## config.mk

```make
export PLATFORM = sky130hd
export DESIGN_NAME = wb_stage
export DESIGN_NICKNAME = d
export VERILOG_FILES = /design/src/rtl/wb_stage.sv
export SDC_FILE = /design/constraint.sdc
export NUM_CORES = 1
export LEC_CHECK = 0
export CORE_MARGIN = 2
export CORE_UTILIZATION = 39
export DETAILED_ROUTE_END_ITERATION = 8
export PLACE_DENSITY = 0.75
export SLEW_MARGIN = 10
export SYNTH_ARGS = -nofsm -noshare
export SYNTH_HDL_FRONTEND = slang
export SYNTH_SLANG_ARGS = --single-unit
```

## constraint.sdc

```tcl
create_clock -name clk -period 2.4 [get_ports clk]
set_clock_uncertainty 0.05 [all_clocks]
set_input_delay 0.36 -clock clk [delete_from_list [all_inputs] [get_ports clk]]
set_output_delay 0.36 -clock clk [all_outputs]
set_load 0.05 [all_outputs]
```

## src/rtl/wb_stage.sv

```systemverilog
// Dual-lane write-back stage: registers MEM/WB contents for lanes A and B,
// aligns/extends load data, drives the two register-file write ports,
// resolves same-destination writes and counts retired instructions.

// Per-lane write-enable qualification and result select / load alignment.
module wb_lane #(
  parameter int XLEN = 32
) (
  input  logic            i_valid,
  input  logic [4:0]      i_rd,
  input  logic [3:0]      i_cntrl,
  input  logic [XLEN-1:0] i_alu,
  input  logic [XLEN-1:0] i_mem,
  input  logic [2:0]      i_funct3,
  output logic            o_we,
  output logic [XLEN-1:0] o_data
);
  logic [1:0]      w_off;
  logic [7:0]      w_byte;
  logic [15:0]     w_half;
  logic [XLEN-1:0] w_load;

  assign w_off = i_alu[1:0];
  assign o_we  = i_valid && (i_cntrl == 4'd1 || i_cntrl == 4'd2) && (i_rd != 5'd0);

  // Pick the addressed byte/half and extend it to XLEN.
  always_comb begin
    w_byte = i_mem[{w_off, 3'b000} +: 8];
    w_half = w_off[1] ? i_mem[16 +: 16] : i_mem[0 +: 16];
    case (i_funct3)
      3'b000:  w_load = {{(XLEN-8){w_byte[7]}}, w_byte};
      3'b001:  w_load = {{(XLEN-16){w_half[15]}}, w_half};
      3'b100:  w_load = {{(XLEN-8){1'b0}}, w_byte};
      3'b101:  w_load = {{(XLEN-16){1'b0}}, w_half};
      default: w_load = i_mem;
    endcase
  end

  // ALU result, aligned load data, or zero for non-writing control codes.
  always_comb begin
    case (i_cntrl)
      4'd2:    o_data = i_alu;
      4'd1:    o_data = w_load;
      default: o_data = '0;
    endcase
  end
endmodule

module wb_stage #(
  parameter int XLEN  = 32,
  parameter int CNT_W = 32
) (
  input  logic             clk,
  input  logic             rst,
  input  logic             stall,
  input  logic             flush,
  input  logic             a_valid,
  input  logic             b_valid,
  input  logic [4:0]       a_rd,
  input  logic [4:0]       b_rd,
  input  logic [3:0]       a_cntrl,
  input  logic [3:0]       b_cntrl,
  input  logic [XLEN-1:0]  a_alu,
  input  logic [XLEN-1:0]  b_alu,
  input  logic [XLEN-1:0]  a_mem,
  input  logic [XLEN-1:0]  b_mem,
  input  logic [2:0]       a_funct3,
  input  logic [2:0]       b_funct3,
  output logic [4:0]       rd1,
  output logic [4:0]       rd2,
  output logic [XLEN-1:0]  wb_data1,
  output logic [XLEN-1:0]  wb_data2,
  output logic [3:0]       wb_we1,
  output logic [3:0]       wb_we2,
  output logic [CNT_W-1:0] retire_cnt
);
  localparam int NUM_LANES = 2;

  // Lane 0 = A, lane 1 = B.
  logic [NUM_LANES-1:0]           r_valid;
  logic [NUM_LANES-1:0][4:0]      r_rd;
  logic [NUM_LANES-1:0][3:0]      r_cntrl;
  logic [NUM_LANES-1:0][XLEN-1:0] r_alu;
  logic [NUM_LANES-1:0][XLEN-1:0] r_mem;
  logic [NUM_LANES-1:0][2:0]      r_funct3;
  logic [CNT_W-1:0]               r_cnt;

  logic [NUM_LANES-1:0]           w_we;
  logic [NUM_LANES-1:0][XLEN-1:0] w_data;
  logic                           w_conflict;

  // WB register: reset > flush > stall > capture.
  always_ff @(posedge clk) begin
    if (rst || flush) begin
      r_valid  <= '0;
      r_rd     <= '0;
      r_cntrl  <= '0;
      r_alu    <= '0;
      r_mem    <= '0;
      r_funct3 <= '0;
    end else if (!stall) begin
      r_valid  <= {b_valid, a_valid};
      r_rd     <= {b_rd, a_rd};
      r_cntrl  <= {b_cntrl, a_cntrl};
      r_alu    <= {b_alu, a_alu};
      r_mem    <= {b_mem, a_mem};
      r_funct3 <= {b_funct3, a_funct3};
    end
  end

  // Retire the lanes currently held in WB as they leave; a held (stalled)
  // or squashed (flushed) slot is not counted on that edge.
  always_ff @(posedge clk) begin
    if (rst)
      r_cnt <= '0;
    else if (!flush && !stall)
      r_cnt <= r_cnt + CNT_W'(r_valid[0]) + CNT_W'(r_valid[1]);
  end

  for (genvar l = 0; l < NUM_LANES; l++) begin : g_lane
    wb_lane #(.XLEN(XLEN)) u_lane (
      .i_valid (r_valid[l]),
      .i_rd    (r_rd[l]),
      .i_cntrl (r_cntrl[l]),
      .i_alu   (r_alu[l]),
      .i_mem   (r_mem[l]),
      .i_funct3(r_funct3[l]),
      .o_we    (w_we[l]),
      .o_data  (w_data[l])
    );
  end

  // Same destination in both lanes: lane A (older) wins, B's enable drops.
  assign w_conflict = w_we[0] && w_we[1] && (r_rd[0] == r_rd[1]);

  assign rd1        = r_rd[0];
  assign rd2        = r_rd[1];
  assign wb_data1   = w_data[0];
  assign wb_data2   = w_data[1];
  assign wb_we1     = w_we[0] ? 4'd2 : 4'd0;
  assign wb_we2     = (w_we[1] && !w_conflict) ? 4'd2 : 4'd0;
  assign retire_cnt = r_cnt;
endmodule

```

; After elaboration in Yosys (flattened, before gate mapping)
; Index checks and enable logic that the tools add are counted.
[totals]
elab_cells = 53
regBits = 186
[classes]
add_sub_neg = 2
n_mux = 8
shifts = 2
eq_ne = 11
reduce_logical = 18
[ops]
columns = op, count
row1 = $pmux W32 S4, 2
row2 = $pmux W32 S2, 2
row3 = $add A32 B1 Y32, 2
row4 = $shiftx A32 B6 Y8, 2
row5 = $mux W16, 2
row6 = $eq A3 B3 Y1 const B, 4
row7 = $reduce_bool A5 Y1, 2
row8 = $eq A4 B1 Y1 const B, 2
row9 = $eq A4 B2 Y1 const B, 2
row10 = $logic_and A1 B1 Y1, 8
row11 = $eq A3 B1 Y1 const B, 2
row12 = $logic_not A3 Y1, 2
row13 = $eq A5 B5 Y1, 1
row14 = $mux W2, 2
row15 = $logic_not A1 Y1, 3
row16 = $logic_or A1 B1 Y1, 3

; Longest topological paths before layout
[depth]
word_depth = 9
depth_mapped = 9

; Cells and area by module
; From an unflattened synthesis, not the netlist that was laid out.
[hier_totals]
cells_unflattened = 981
hier_area_um2 = 9026.2
[modules_own_cells]
columns = module, area_per_inst_um2, instances, cells_each, seq_area_each_um2
row1 = wb_stage, 7004.2, 1, 697, 3723.6
row2 = wb_lane, 1011.0, 2, 142, 0.0

; Worst setup path after synthesis
; No wires, ideal clock.
[synth_path]
path_kind = flip-flop to output port
startpoint = register r_cntrl[7] (netlist name)
endpoint = output port wb_data2[0]
arrival_time_ns = 2.327
path_buffers = 1
path_stages_with_launch = 5
setup_slack_ns = -0.337
path_cell_list = dfxtp_1 > nor4b_2 > clkbuf_1 > o221ai_1 > o21ai_0
[synth_between]
elab_chain_len = 2
[synth_rtl]
columns = item, line
row1 = "start, declared", 82  ; logic [NUM_LANES-1:0][3:0] r_cntrl;
row2 = "start signal, assigned", 104  ; r_cntrl <= {b_cntrl, a_cntrl};
row3 = $eq A4 B1 Y1 or $eq A4 B2 Y1 (tied branches), 41  ; case (i_cntrl)
row4 = $pmux W32 S2 (*), 41
row5 = "end, declared", 72  ; output logic [XLEN-1:0] wb_data2,
; Every way passes the cells marked *; elsewhere a longest branch is shown, timed or not.

; Worst setup path after layout
[layout_path]
startpoint = register r_alu[0] (netlist name)
endpoint = output port wb_data1[10]
[layout_between]
elab_chain_len = 3
[layout_rtl]
columns = item, line
row1 = "start, declared", 83  ; logic [NUM_LANES-1:0][XLEN-1:0] r_alu;
row2 = "start signal, assigned", 105  ; r_alu <= {b_alu, a_alu};
row3 = $shiftx A32 B6 Y8, 28  ; w_byte = i_mem[{w_off, 3'b000} +: 8];
row4 = $pmux W32 S4, 30  ; case (i_funct3)
row5 = $pmux W32 S2, 41
row6 = "end, declared", 71  ; output logic [XLEN-1:0] wb_data1,
; Every way passes these cells.

==> out/summary.txt <==
fin. max-slew vios -> 0
total gr overflow -> 0
area grow syn2layout -> 51.61%
most used cell, CP -> buf_6
io pins -> 272
setup tns final -> -1.557 ns
hold_ws -> 0.4461 ns
Worst VDD drop -> 387.6 uV
Reg2Reg Depth -> 8
worst slew pin tran -> 0.9340 ns
die width -> 155.2 um
CP Capture Type -> output pin
register area share after synthesis -> 0.4174
RSZ-0062 raised after global routing -> yes
Clock Pin Slew Worst Setup and Hold Paths -> 0.07 ns
Yosys reg bits -> 186
dominant cell type by area after synthesis -> dfxtp_1
vias per cell -> 5.488
layout cells sized above 1 -> 0.2207
antenna viol nets, final -> 0
WP data arrival -> 2.10 ns
synth warn -> 0
Hold Startpoint -> retire_cnt[30]
P_leak -> 5.511 nW
Fillers -> 1,860
CP Class -> reg -> out
HP Class -> reg -> reg
Netlist cell types -> 52
commonest non-fill, non-tap cell in the layout -> clkdlybuf4s50_1
Pre-Repair DR Iteration Count -> 5
main area contributors after synthesis -> dfxtp_1 42%, mux2i_1 18%, nor2_1 7.7%
First DRT Iteration DRCs -> 518
multi-input combinational cell area -> 5110 um^2
MaxCap Viol Count -> 0
Via Count -> 8,408
clk_lat worst skew -> 0.42 ns
Final #Nets -> 1,394
most frequent cells in the layout -> 198 x clkdlybuf4s50_1, 180 x nor2_1, 171 x dfxtp_1, 156 x mux2i_1, 51 x nand2_1
Final Core Density -> 0.5992
number of synthesized flops with an enable pin -> 0
fin crit period -> 2.508 ns
hold_buf cts -> 0
Post-Syn Instances -> 970
Overall Global Routing Usage -> 0.2354
RR Endpoint -> retire_cnt[16]
vias in the first global route -> 7,980
full die area -> 24,100 um^2
Fin. Hold Viols -> 0
Worst setup SP type -> flop
final setup vio count -> 32
Final Wtd Congestion -> 0.8905
total wire length -> 29.37 mm
Fmax -> 398.7 MHz
CTS root buffer -> clkbuf_16
first-pass GRT wire length -> 44.22 mm
CORE AREA -> 22,570 um^2
Die Span Y -> 155.2 um
initial antenna violation count -> 2
share of the synthesized area in the top cell type -> 0.4174
Hold Crit Endpoint -> retire_cnt[30]
PD cells -> 524.6 nW/um^2
CP Data Required Time -> 1.99 ns
DR WL/cell -> 19.17 um
TritonCTS Buffers -> 17
Worst path slowest cell -> mux4_2
syn avg cell area -> 9.197 um^2
largest net degree at the start of global routing -> 125
reg2reg start -> retire_cnt[0]
Period Utilization, post-route -> 1.045
post-place setup slack -> 0.02797 ns
CP Cell Sequence -> mux4_2 -> a21oi_4 -> buf_6 -> nand2_1 -> a32o_1 -> buf_6
CP max FO -> 4
DRC -> 0
Clock Tree Buf Depth -> 2
CTS tree -> done
Synth Flop Type -> dfxtp_1
relative slew slack -> 0.3773
Register Area -> 3755 um^2
clk sinks -> 186
ys async rst share -> 0
post-DP HPWL -> 20.52 mm
initial core utilization -> 0.3952
outcome -> finished, violations left
Port Buffers -> 265
final worst slack -> -0.1084 ns
cell area after synthesis -> 8921 um^2
H-tree depth -> 4
failing checks -> negative setup slack
CP peak stage delay -> 0.52 ns
row count -> 55
flop-to-flop setup slack -> 0.14 ns
Hold Crit Depth -> 2
synthesized netlist by cell type (all sizes together), types with 2 or more instances:
cell / n
a21o: 2
a21oi: 29
a22o: 2
a32o: 46
and2: 3
and3: 2
and4: 6
buf: 34
clkbuf: 47
dfxtp: 186
inv: 13
mux2: 18
mux2i: 158
mux4: 2
nand2: 54
nand2b: 47
nand3: 9
nand4: 12
nor2: 183
nor2b: 2
nor4b: 4
o21ai: 26
o221ai: 14
o31ai: 16
or2: 2
or3: 6
or4: 18
xnor2: 4
xor2: 10
where the power goes:
| group | internal (mW) | leakage (nW) | switching, mW |
|---|---|---|---|
| Sequential | 3.17 | 1.52 | 0.0833 |
| Combinational | 0.546 | 3.71 | 0.478 |
| Clock | 1.57 | 0.285 | 1.25 |
sequential cells by signal (all words and copies together) (netlist names):
| signal | count |
|---|---|
| retire_cnt | 32 |
| r_mem | 64 |
| r_funct3 | 6 |
| rd2 | 5 |
| r_cntrl | 8 |
| r_alu | 64 |
| r_valid | 2 |
| rd1 | 5 |
logic make-up (layout without fill, tap and decap cells):
logic type,Yosys count,count (layout),synth area share
and+or+nand+nor,353,354,0.1921
DFF,186,186,0.4174
muxes,178,178,0.2050
AOI/OAI and AO/OA,142,142,0.1210
buffers and inverters,94,364,0.04657
xor gates and xnor gates,14,14,0.01374
adders and majority gates,2,2,0.003646
other,1,7,0.0004204
repair_timing:
item                                    CTS  global route
endpoints found under the setup margin   64            72
buffers inserted                         11            10
pin swaps                                11            21
cloned                                    4             1
gates resized for setup                  89            51
worst max-delay path, delay by kind of cell, from the launching register on:
kind,cells,cell delay (ns)
AO/OA/AOI/OAI,2,0.44
multiplexers,1,0.52
AND/OR/NAND/NOR,1,0.05
buffers and inverters,2,0.29
flip-flops,1,0.36
cell type report:
| type | count | share of cell area |
|---|---|---|
| flip-flops and latches | 186 | 0.2776 |
| well taps | 285 | 0.02636 |
| multi-input cells | 696 | 0.3778 |
| repair buffers | 320 | 0.2714 |
| clock buffers | 19 | 0.03275 |
| inverters | 13 | 0.003885 |
| diodes | 1 | 0.0001850 |
| clock inverters | 12 | 0.009991 |
per-layer routing:
layer,up-vias,GRT usage,share of wire
li1,3968,-,-
met1,4041,0.3148,0.44
met2,355,0.3714,0.46
met3,42,0.05432,0.075
met4,2,0.08912,0.026
met5,-,0,0.00054
worst max path at each step:
stage | slack, ns | to | start
detailed placement | 0.03 | wb_data1[15] | r_alu[0]
global placement | 0.08 | retire_cnt[22] | r_valid[0]
finish | -0.11 | wb_data1[10] | r_alu[0]
CTS | -0.11 | wb_data1[8] | r_alu[0]
floorplan | 0.04 | wb_data2[0] | r_cntrl[7]
global route | -0.18 | wb_data1[10] | r_alu[0]
stage by stage:
stage / total power [mW] / instance area, um^2 / instances
finish: 7.095 / 13530 / 1532
global placement: 4.250 / 12310 / 1475
detailed placement: 4.263 / 12310 / 1475
floorplan: 3.804 / 8947 / 975
CTS: 7.116 / 13310 / 1521
global route: 7.349 / 13530 / 1532
(Power assumes the default switching activity.)
